## src/rtl/arbitro_mem.sv

```systemverilog
// Round-robin arbiter sharing the two ports of a 128x32 data memory among 4 clients, with optional zero-fill after reset.
// Latency: grants and port drive are combinational in cycle T; read data and rvalid appear in T+1.
// Backpressure: a client keeps req high until it sees gnt; busy (reset/fill) or a same-address hazard simply withholds gnt.
module arbitro_mem #(
    parameter int AW      = 7,
    parameter int DW      = 32,
    parameter int INIT_EN = 1
) (
    input  logic              reloj,
    input  logic              reset,
    input  logic [3:0]        req,
    input  logic [3:0]        we,
    input  logic [3:0]        w_h,
    input  logic [4*AW-1:0]   dir,
    input  logic [4*DW-1:0]   di,
    output logic [3:0]        gnt,
    output logic [3:0]        rvalid,
    output logic [4*DW-1:0]   rdata,
    output logic              busy,
    output logic [AW-1:0]     DIR_MEM1,
    output logic [AW-1:0]     DIR_MEM2,
    output logic [DW-1:0]     DI_MEM1,
    output logic [DW-1:0]     DI_MEM2,
    output logic              MEM_RD1,
    output logic              MEM_RD2,
    output logic              MEM_WR1,
    output logic              MEM_WR2,
    output logic              w_h1,
    output logic              w_h2,
    input  logic [DW-1:0]     DO_MEMo1,
    input  logic [DW-1:0]     DO_MEMo2
);

    localparam logic [0:0]    S_INIT  = 1'b0;
    localparam logic [0:0]    S_RUN   = 1'b1;
    localparam logic [AW-2:0] CNT_ONE = 1;

    logic [0:0]    state;
    logic [AW-2:0] cnt;        // fill counter: one address pair per cycle
    logic [1:0]    ptr;        // round-robin start point
    logic          t1_vld, t2_vld;
    logic [1:0]    t1_cli, t2_cli;

    logic [AW-1:0] dir_a  [4];
    logic [DW-1:0] di_eff [4];
    logic [DW-1:0] rdata_a[4];

    logic          p1_vld, p2_vld;
    logic [1:0]    p1, p2, idx;
    logic          run;

    // Unpack per-client fields; half-word writes carry only the low 16 bits.
    for (genvar i = 0; i < 4; i++) begin : g_unpack
        assign dir_a[i]             = dir[i*AW +: AW];
        assign di_eff[i]            = w_h[i] ? di[i*DW +: DW] : {{(DW-16){1'b0}}, di[i*DW +: 16]};
        assign rdata[i*DW +: DW]    = rdata_a[i];
    end

    assign run     = ~reset & (state == S_RUN);
    assign busy    = reset ? (INIT_EN != 0) : (state == S_INIT);
    assign MEM_WR1 = 1'b0;
    assign MEM_WR2 = 1'b0;

    // Round-robin scan: first requester takes port 1, next non-conflicting one takes port 2.
    always_comb begin
        p1_vld = 1'b0;
        p2_vld = 1'b0;
        p1     = '0;
        p2     = '0;
        idx    = '0;
        for (int k = 0; k < 4; k++) begin
            idx = ptr + 2'(k);
            if (req[idx]) begin
                if (!p1_vld) begin
                    p1_vld = 1'b1;
                    p1     = idx;
                end else if (!p2_vld && !((dir_a[idx] == dir_a[p1]) && (we[idx] | we[p1]))) begin
                    p2_vld = 1'b1;
                    p2     = idx;
                end
            end
        end
    end

    // Grants are only visible while running and out of reset.
    always_comb begin
        gnt = '0;
        if (run) begin
            if (p1_vld) gnt[p1] = 1'b1;
            if (p2_vld) gnt[p2] = 1'b1;
        end
    end

    // Memory port drive: fill pattern during INIT, granted clients in RUN, idle otherwise.
    always_comb begin
        DIR_MEM1 = '0;  DI_MEM1 = '0;  MEM_RD1 = 1'b0;  w_h1 = 1'b1;
        DIR_MEM2 = '0;  DI_MEM2 = '0;  MEM_RD2 = 1'b0;  w_h2 = 1'b1;
        if (!reset && state == S_INIT) begin
            DIR_MEM1 = {cnt, 1'b0};
            DIR_MEM2 = {cnt, 1'b1};
            MEM_RD1  = 1'b1;
            MEM_RD2  = 1'b1;
        end else if (run) begin
            if (p1_vld) begin
                DIR_MEM1 = dir_a[p1];
                DI_MEM1  = we[p1] ? di_eff[p1] : '0;
                MEM_RD1  = we[p1];
                w_h1     = w_h[p1];
            end
            if (p2_vld) begin
                DIR_MEM2 = dir_a[p2];
                DI_MEM2  = we[p2] ? di_eff[p2] : '0;
                MEM_RD2  = we[p2];
                w_h2     = w_h[p2];
            end
        end
    end

    // Return read data to the client tagged last cycle; reset squashes in-flight reads.
    always_comb begin
        rvalid = '0;
        for (int i = 0; i < 4; i++) rdata_a[i] = '0;
        if (!reset) begin
            if (t1_vld) begin
                rvalid[t1_cli]  = 1'b1;
                rdata_a[t1_cli] = DO_MEMo1;
            end
            if (t2_vld) begin
                rvalid[t2_cli]  = 1'b1;
                rdata_a[t2_cli] = DO_MEMo2;
            end
        end
    end

    // FSM, fill counter, round-robin pointer and read tags.
    always_ff @(posedge reloj) begin
        if (reset) begin
            state  <= (INIT_EN != 0) ? S_INIT : S_RUN;
            cnt    <= '0;
            ptr    <= '0;
            t1_vld <= 1'b0;
            t2_vld <= 1'b0;
            t1_cli <= '0;
            t2_cli <= '0;
        end else begin
            t1_vld <= run & p1_vld & ~we[p1];
            t2_vld <= run & p2_vld & ~we[p2];
            t1_cli <= p1;
            t2_cli <= p2;
            if (state == S_INIT) begin
                cnt <= cnt + CNT_ONE;
                if (&cnt) state <= S_RUN;
            end else if (p1_vld) begin
                ptr <= (p2_vld ? p2 : p1) + 2'd1;
            end
        end
    end

endmodule

```

## config.mk

```make
export PLATFORM = sky130hd
export DESIGN_NAME = arbitro_mem
export DESIGN_NICKNAME = d
export VERILOG_FILES = /design/src/rtl/arbitro_mem.sv
export SDC_FILE = /design/constraint.sdc
export NUM_CORES = 1
export LEC_CHECK = 0
export ABC_CLOCK_PERIOD_IN_PS = 9050
export BUFFER_PORTS_ARGS = -buffer_cell sky130_fd_sc_hd__buf_2
export CAP_MARGIN = 5
export CORE_AREA = 2 2 178 180
export DETAILED_ROUTE_END_ITERATION = 6
export DIE_AREA = 0 0 180 182
export PLACE_DENSITY_LB_ADDON = 0.05
export SLEW_MARGIN = 20
export SYNTH_ARGS = -nofsm -noshare
export SYNTH_HDL_FRONTEND = slang
export SYNTH_SLANG_ARGS = --single-unit
```

## constraint.sdc

```tcl
create_clock -name reloj -period 9.05 [get_ports reloj]
set_input_delay 0.4525 -clock reloj [delete_from_list [all_inputs] [get_ports reloj]]
set_output_delay 0.4525 -clock reloj [all_outputs]
set_load 0.05 [all_outputs]
```

== Word-level counts from Yosys, hierarchy flattened ==
Index checks and enable logic that the tools add are counted.

* Register bits after elaboration: 15
* Input port bits: 234
* Logic and storage cells: 232

* Add/sub/neg operators: 5
* Order comparisons: 27
* Equality and inequality tests: 3
* Multiplexer cells: 146
* Bitwise logic cells: 25
* Reduce and logical (&&, ||, !) cells: 19

{| class="wikitable"
|+ Operators by type and width
! kind !! number
|-
| 32-bit 2-to-1 mux || 18
|-
| 128-bit 2-to-1 mux || 4
|-
| 7-bit 2-to-1 mux || 22
|-
| 128-bit AND || 1
|-
| 32-bit binary-select mux with 2-bit select || 2
|-
| 128-bit bitwise mux || 1
|-
| 32-bit demux with 2-bit select || 2
|-
| 7-bit binary-select mux with 2-bit select || 8
|-
| 1-bit 2-to-1 mux || 46
|-
| 2-bit 2-to-1 mux || 17
|-
| 2-bit by 3-bit less-than comparator with 1-bit output (second input constant) || 11
|-
| 4-bit 2-to-1 mux || 8
|-
| 3-bit greater-or-equal comparator (second input constant) || 10
|-
| 2-bit inverter with 3-bit output || 10
|-
| 1-bit binary-select mux with 2-bit select || 14
|-
| 7-bit == test || 3
|-
| 1-bit logical AND || 12
|-
| 1-bit demux with 2-bit select || 4
|-
| 2-bit by 1-bit greater-or-equal comparator with 1-bit output (second input constant) || 4
|-
| 4-bit OR || 2
|-
| 6-bit by 1-bit adder with 6-bit output (second input constant) || 1
|-
| 3-bit by 1-bit less-than comparator with 1-bit output (second input constant) || 2
|-
| 6-bit AND reduction || 1
|-
| 1-bit AND || 5
|-
| other kinds (6) || 17
|}

== Depth between registers and ports, before layout ==
* Depth after elaboration: 30
* Gate-level depth with buffers: 27
* Depth with buffers taken out: 16

== Worst setup path after synthesis ==
No wires, ideal clock.

* Kind: register -> output
* From: register ptr[0]
* To: output DI_MEM2[22]
* Data arrival time: 6.606 ns
* Required time: 8.597 ns
* Setup slack: 1.991 ns
* Stages on the path, launching flop included: 24
* Path buffers: 9
* Cell sequence: dfxtp_1 buf_4 buf_4 buf_2 buf_4 buf_2 buf_1 clkbuf_1 a21oi_1 o21ai_0 ha_1 inv_2 mux2_4 a32oi_2 mux4_2 xnor2_1 nand4_1 o31ai_4 o21ai_2 and2_1 clkbuf_1 buf_2 o211ai_1 nor4b_1

* Longest elaborated chain between the ends: 30
* Elaborated cells on any way between the ends: 98

{| class="wikitable"
|+ RTL lines
! what !! RTL line !! text
|-
| from (decl) || 40 || <nowiki>logic [1:0] ptr;</nowiki>
|-
| from (signal assigned) || 154 || <nowiki>ptr <= (p2_vld ? p2 : p1) + 2'd1;</nowiki>
|-
| 1-bit binary-select mux with 2-bit select || 73 || <nowiki>if (req[idx]) begin</nowiki>
|-
| 1-bit 2-to-1 mux (not written as such) || 73 ||
|-
| 2-bit 2-to-1 mux || 73 ||
|-
| 2-bit inverter with 3-bit output (not written as such) || 77 || <nowiki>end else if (!p2_vld && !((dir_a[idx] == dir_a[p1]) && (we[idx] | we[p1]))) begin</nowiki>
|-
| 7-bit binary-select mux with 2-bit select || 77 ||
|-
| 7-bit 2-to-1 mux (not written as such) (2 in a row) || 77 ||
|-
| 7-bit == test || 77 ||
|-
| 1-bit logical AND || 77 ||
|-
| [12 not listed] || - ||
|-
| 2-bit 2-to-1 mux || 73 ||
|-
| 2-bit inverter with 3-bit output (not written as such) || 112 || <nowiki>DI_MEM2 = we[p2] ? di_eff[p2] : '0;</nowiki>
|-
| 32-bit binary-select mux with 2-bit select || 112 ||
|-
| 32-bit 2-to-1 mux (not written as such) (2 in a row) || 112 ||
|-
| 32-bit 2-to-1 mux || 112 ||
|-
| 32-bit 2-to-1 mux (*) || 110 || <nowiki>if (p2_vld) begin</nowiki>
|-
| 32-bit 2-to-1 mux (*) || 103 || <nowiki>end else if (run) begin</nowiki>
|-
| 32-bit 2-to-1 mux (*) || 98 || <nowiki>if (!reset && state == S_INIT) begin</nowiki>
|-
| to (decl) || 23 || <nowiki>output logic [DW-1:0] DI_MEM2,</nowiki>
|}

Every way passes the cells marked *; elsewhere a longest branch is shown, timed or not. The select of a mux whose other input is x is not followed.

== Worst setup path in the final report ==
* From: register ptr[0]
* To: output DI_MEM2[13]

The elaborated chain is that of the path after synthesis.

==> impl_metrics.yaml <==
pwr:
  power.total_w: 0.000566
  ir_drop_uv: 56.2
  p_per_area_nw_per_um2: 52.1
  p_leak_nw: 5.22
timing:
  fin_setup_tns_ns: 0
  worst_pin_slew_ns: 0.950
  rsz0062_at_grt: "no"
  clock_skew_ns: 0.00159
  period_share_pct: 83.5
  relSlewSlack_pct: 36.6
  finalSetupViolCount: 0
  setup_slack_ns: 1.50
  fmax_ghz: 0.132
  min_period_ns: 7.55
  hold_viol: 0
  final_max_slew_viol_count: 0
detailed_routing:
  postRouteAntennaNets: 0
  viasPerCell: 5.80
  routedWlPerCell_um: 21.9
  num_vias: 12200
  drt-initial-drc-count: 1021
  drc_errors: 0
  dr.pass1.iters: 5
  drt_wl_total_mm: 46.3
synthesis:
  synth_compound_area_share_pct: 37.9
  synth-xor-area-share_pct: 2.29
  synthFlopType: "dfxtp_1"
  synth_warnings: 0
  synth-adder-area-share_pct: 0.417
  synthSimpleGateAreaFrac_pct: 32.0
  ys_async_sr_fraction_pct: 0
  synthTopCellsByCount: "375 x nand2_1, 142 x a21oi_1, 124 x clkbuf_1"
  avgSynthCellArea_um2: 6.08
  synthCells: 1384
  ys_seq_elements: 15
  yosysSeqAreaShare_pct: 3.57
  synth_top_family_by_area: "compound AO/OA/AOI/OAI gates"
  synth_top_cell_by_area: "nand2_1"
  post-synth-top-count-cell: "nand2_1"
  ys_top_cells_by_area: "nand2_1 17%, mux4_2 9.6%, a21oi_1 8.5%"
  synth_top_area_share_pct: 16.7
  syn_area_um2: 8410
  synth_edf_count: 0
  synth_mux_area_share_pct: 14.2
  synthDistinctLibCells: 78
status:
  outcome: "finished, final reports clean"
setup_path:
  crit_arrival_ns: 7.10
  path_buf_inv: 3
  cp_common_cell: "buf_4"
  crit_family: "compound AO/OA/AOI/OAI gates"
  critPathRequiredTime_ns: 8.60
  critical-path-slowest-cell: "dfxtp_2"
  r2r_cells: 15
  cpPeakStageDelay_ns: 0.72
  path_cells: "nor2b_1 > o21ai_1 > o21ai_0 > ha_1 > mux2_4 > a32oi_2 > mux4_2 > xnor2_1 > nand4_1 > o31ai_4 > o21ai_4 > buf_4 > and2_2 > buf_4 > a211oi_1 > nor4_1 > buf_2"
  crit_path_start_kind: "flip-flop"
  cp_max_fo: 61
  cp.depth: 17
  crit_path_end_kind: "output port"
  crit_type: "flip-flop to output port"
die:
  dieHeight_um: 182
  start_util_pct: 27.1
  core_um2: 31000
  fp.dieArea_um2: 32800
  io_pins: 455
  rows: 65
  fp.dieW_um: 180
grt:
  grt_usage_pct: 26.2
  grt_pass1_wl_mm: 69.9
  grt_max_degree: 84
  grt_pass1_vias: 11800
  grt.overflow.total: 0
  antenna_found_initial: 9
clock_tree:
  clk_latency_ns: 0.25
  hold_buffers: 0
  cts_tree: "done"
  clk_pin_slew_ns: 0.06
  post_cts_buffers: 0
  htree_levels: 1
  clockRootBuffer: "clkbuf_16"
  cts_buffers: 3
  cts_sinks: 15
  cts_buffer_depth: 2
  cts.repair.resized: 0
layout:
  utilization_pct: 35.0
  drive_gt1_share_pct: 32.1
  final_nets: 1941
  syn2layout_area_growth_pct: 29.1
  finalInstanceArea_um2: 10900
hold_path:
  min_path_cells: 2
  timing.hold.worst.class: "flip-flop to flip-flop"
placement:
  port_buffers: 452
  dpl-instance-area_um2: 10800
  dp.final_hpwl_mm: 32.3
  gp_congestion: 0.858
  dpl_worst_slack_ns: 1.80
flow_run:
  max_cap_violations: 0
## per-layer routing
metal	global-route usage [%]	wire length (um)	vias to the layer above
met1	33.7	19300	5863
met4	7.25	987	6
li1	-	-	5709
met3	4.37	3390	70
met2	45.2	22600	584
met5	0	38	-
## kinds of logic (layout without fill, tap and decap cells)
kind of cell	Yosys count	in the layout
other cells	1	6
simple gates	617	617
compound gates	460	460
xor+xnor	22	22
fa+ha+maj	3	3
flops	15	15
mux	74	74
buf+inv	192	511
## final cells by class
class | count | area, um^2
Fill cell | 3518 | 20100
Multi-Input combinational cell | 1178 | 7400
Timing Repair Buffer | 474 | 2430
Tap cell | 402 | 503
Sequential cell | 15 | 303
Inverter | 33 | 124
Clock buffer | 3 | 75.1
Antenna cell | 4 | 10.0
Clock inverter | 1 | 7.51
## state kept, by name (all words and copies together) (netlist names)
register  cells
cnt           6
ptr           2
state         1
t1_cli        2
t1_vld        1
t2_cli        2
t2_vld        1
## placed cells by master (no fill, tap or decap), drive strengths merged, types with 36 or more instances in the layout
| master | Yosys | routed |
|---|---|---|
| nand2 | 375 | 375 |
| o21ai | 46 | 46 |
| mux4 | 36 | 36 |
| mux2i | 37 | 37 |
| a21oi | 142 | 142 |
| a311oi | 54 | 54 |
| a21boi | 42 | 42 |
| nor2 | 94 | 94 |
| a211oi | 47 | 47 |
| buf | 34 | 474 |
## stage by stage
stage / hold WS (ns) / instances
2_1_floorplan: 0.467 / 1385
3_3_place_gp: 0.511 / 2102
3_5_place_dp: 0.524 / 2102
4_1_cts: 0.535 / 2106
5_1_grt: 0.620 / 2110
6_report: 0.533 / 2110
## worst register-to-register path, stage by stage (launching register included)
cell and delay [ns]:
dfxtp_2 0.72, nor2b_1 0.22, o21ai_1 0.64, o21ai_0 0.20, ha_1 0.32, mux2_4 0.38, a32oi_2 0.66, mux4_2 0.61
xnor2_1 0.16, nand4_1 0.19, o31ai_4 0.58, o21ai_4 0.10, buf_4 0.33, and2_2 0.53, a21o_1 0.27, a221oi_1 0.28
## report_power, final
part	internal [W]	switching (W)
Clock	0.0000596	0.0000311
Combinational	0.000148	0.000255
Sequential	0.0000685	0.00000366
Total	0.000276	0.000290
## path summary, 6_finish.rpt
check / from / to / slack, ns
worst max-delay path: ptr[0] / DI_MEM2[13] / 1.50
worst min-delay path: cnt[5] / cnt[5] / 0.53
worst max register to register: ptr[0] / ptr[1] / 2.75
worst min register to register: cnt[5] / cnt[5] / 0.53
Note: power is estimated with default switching activity, not from simulation.
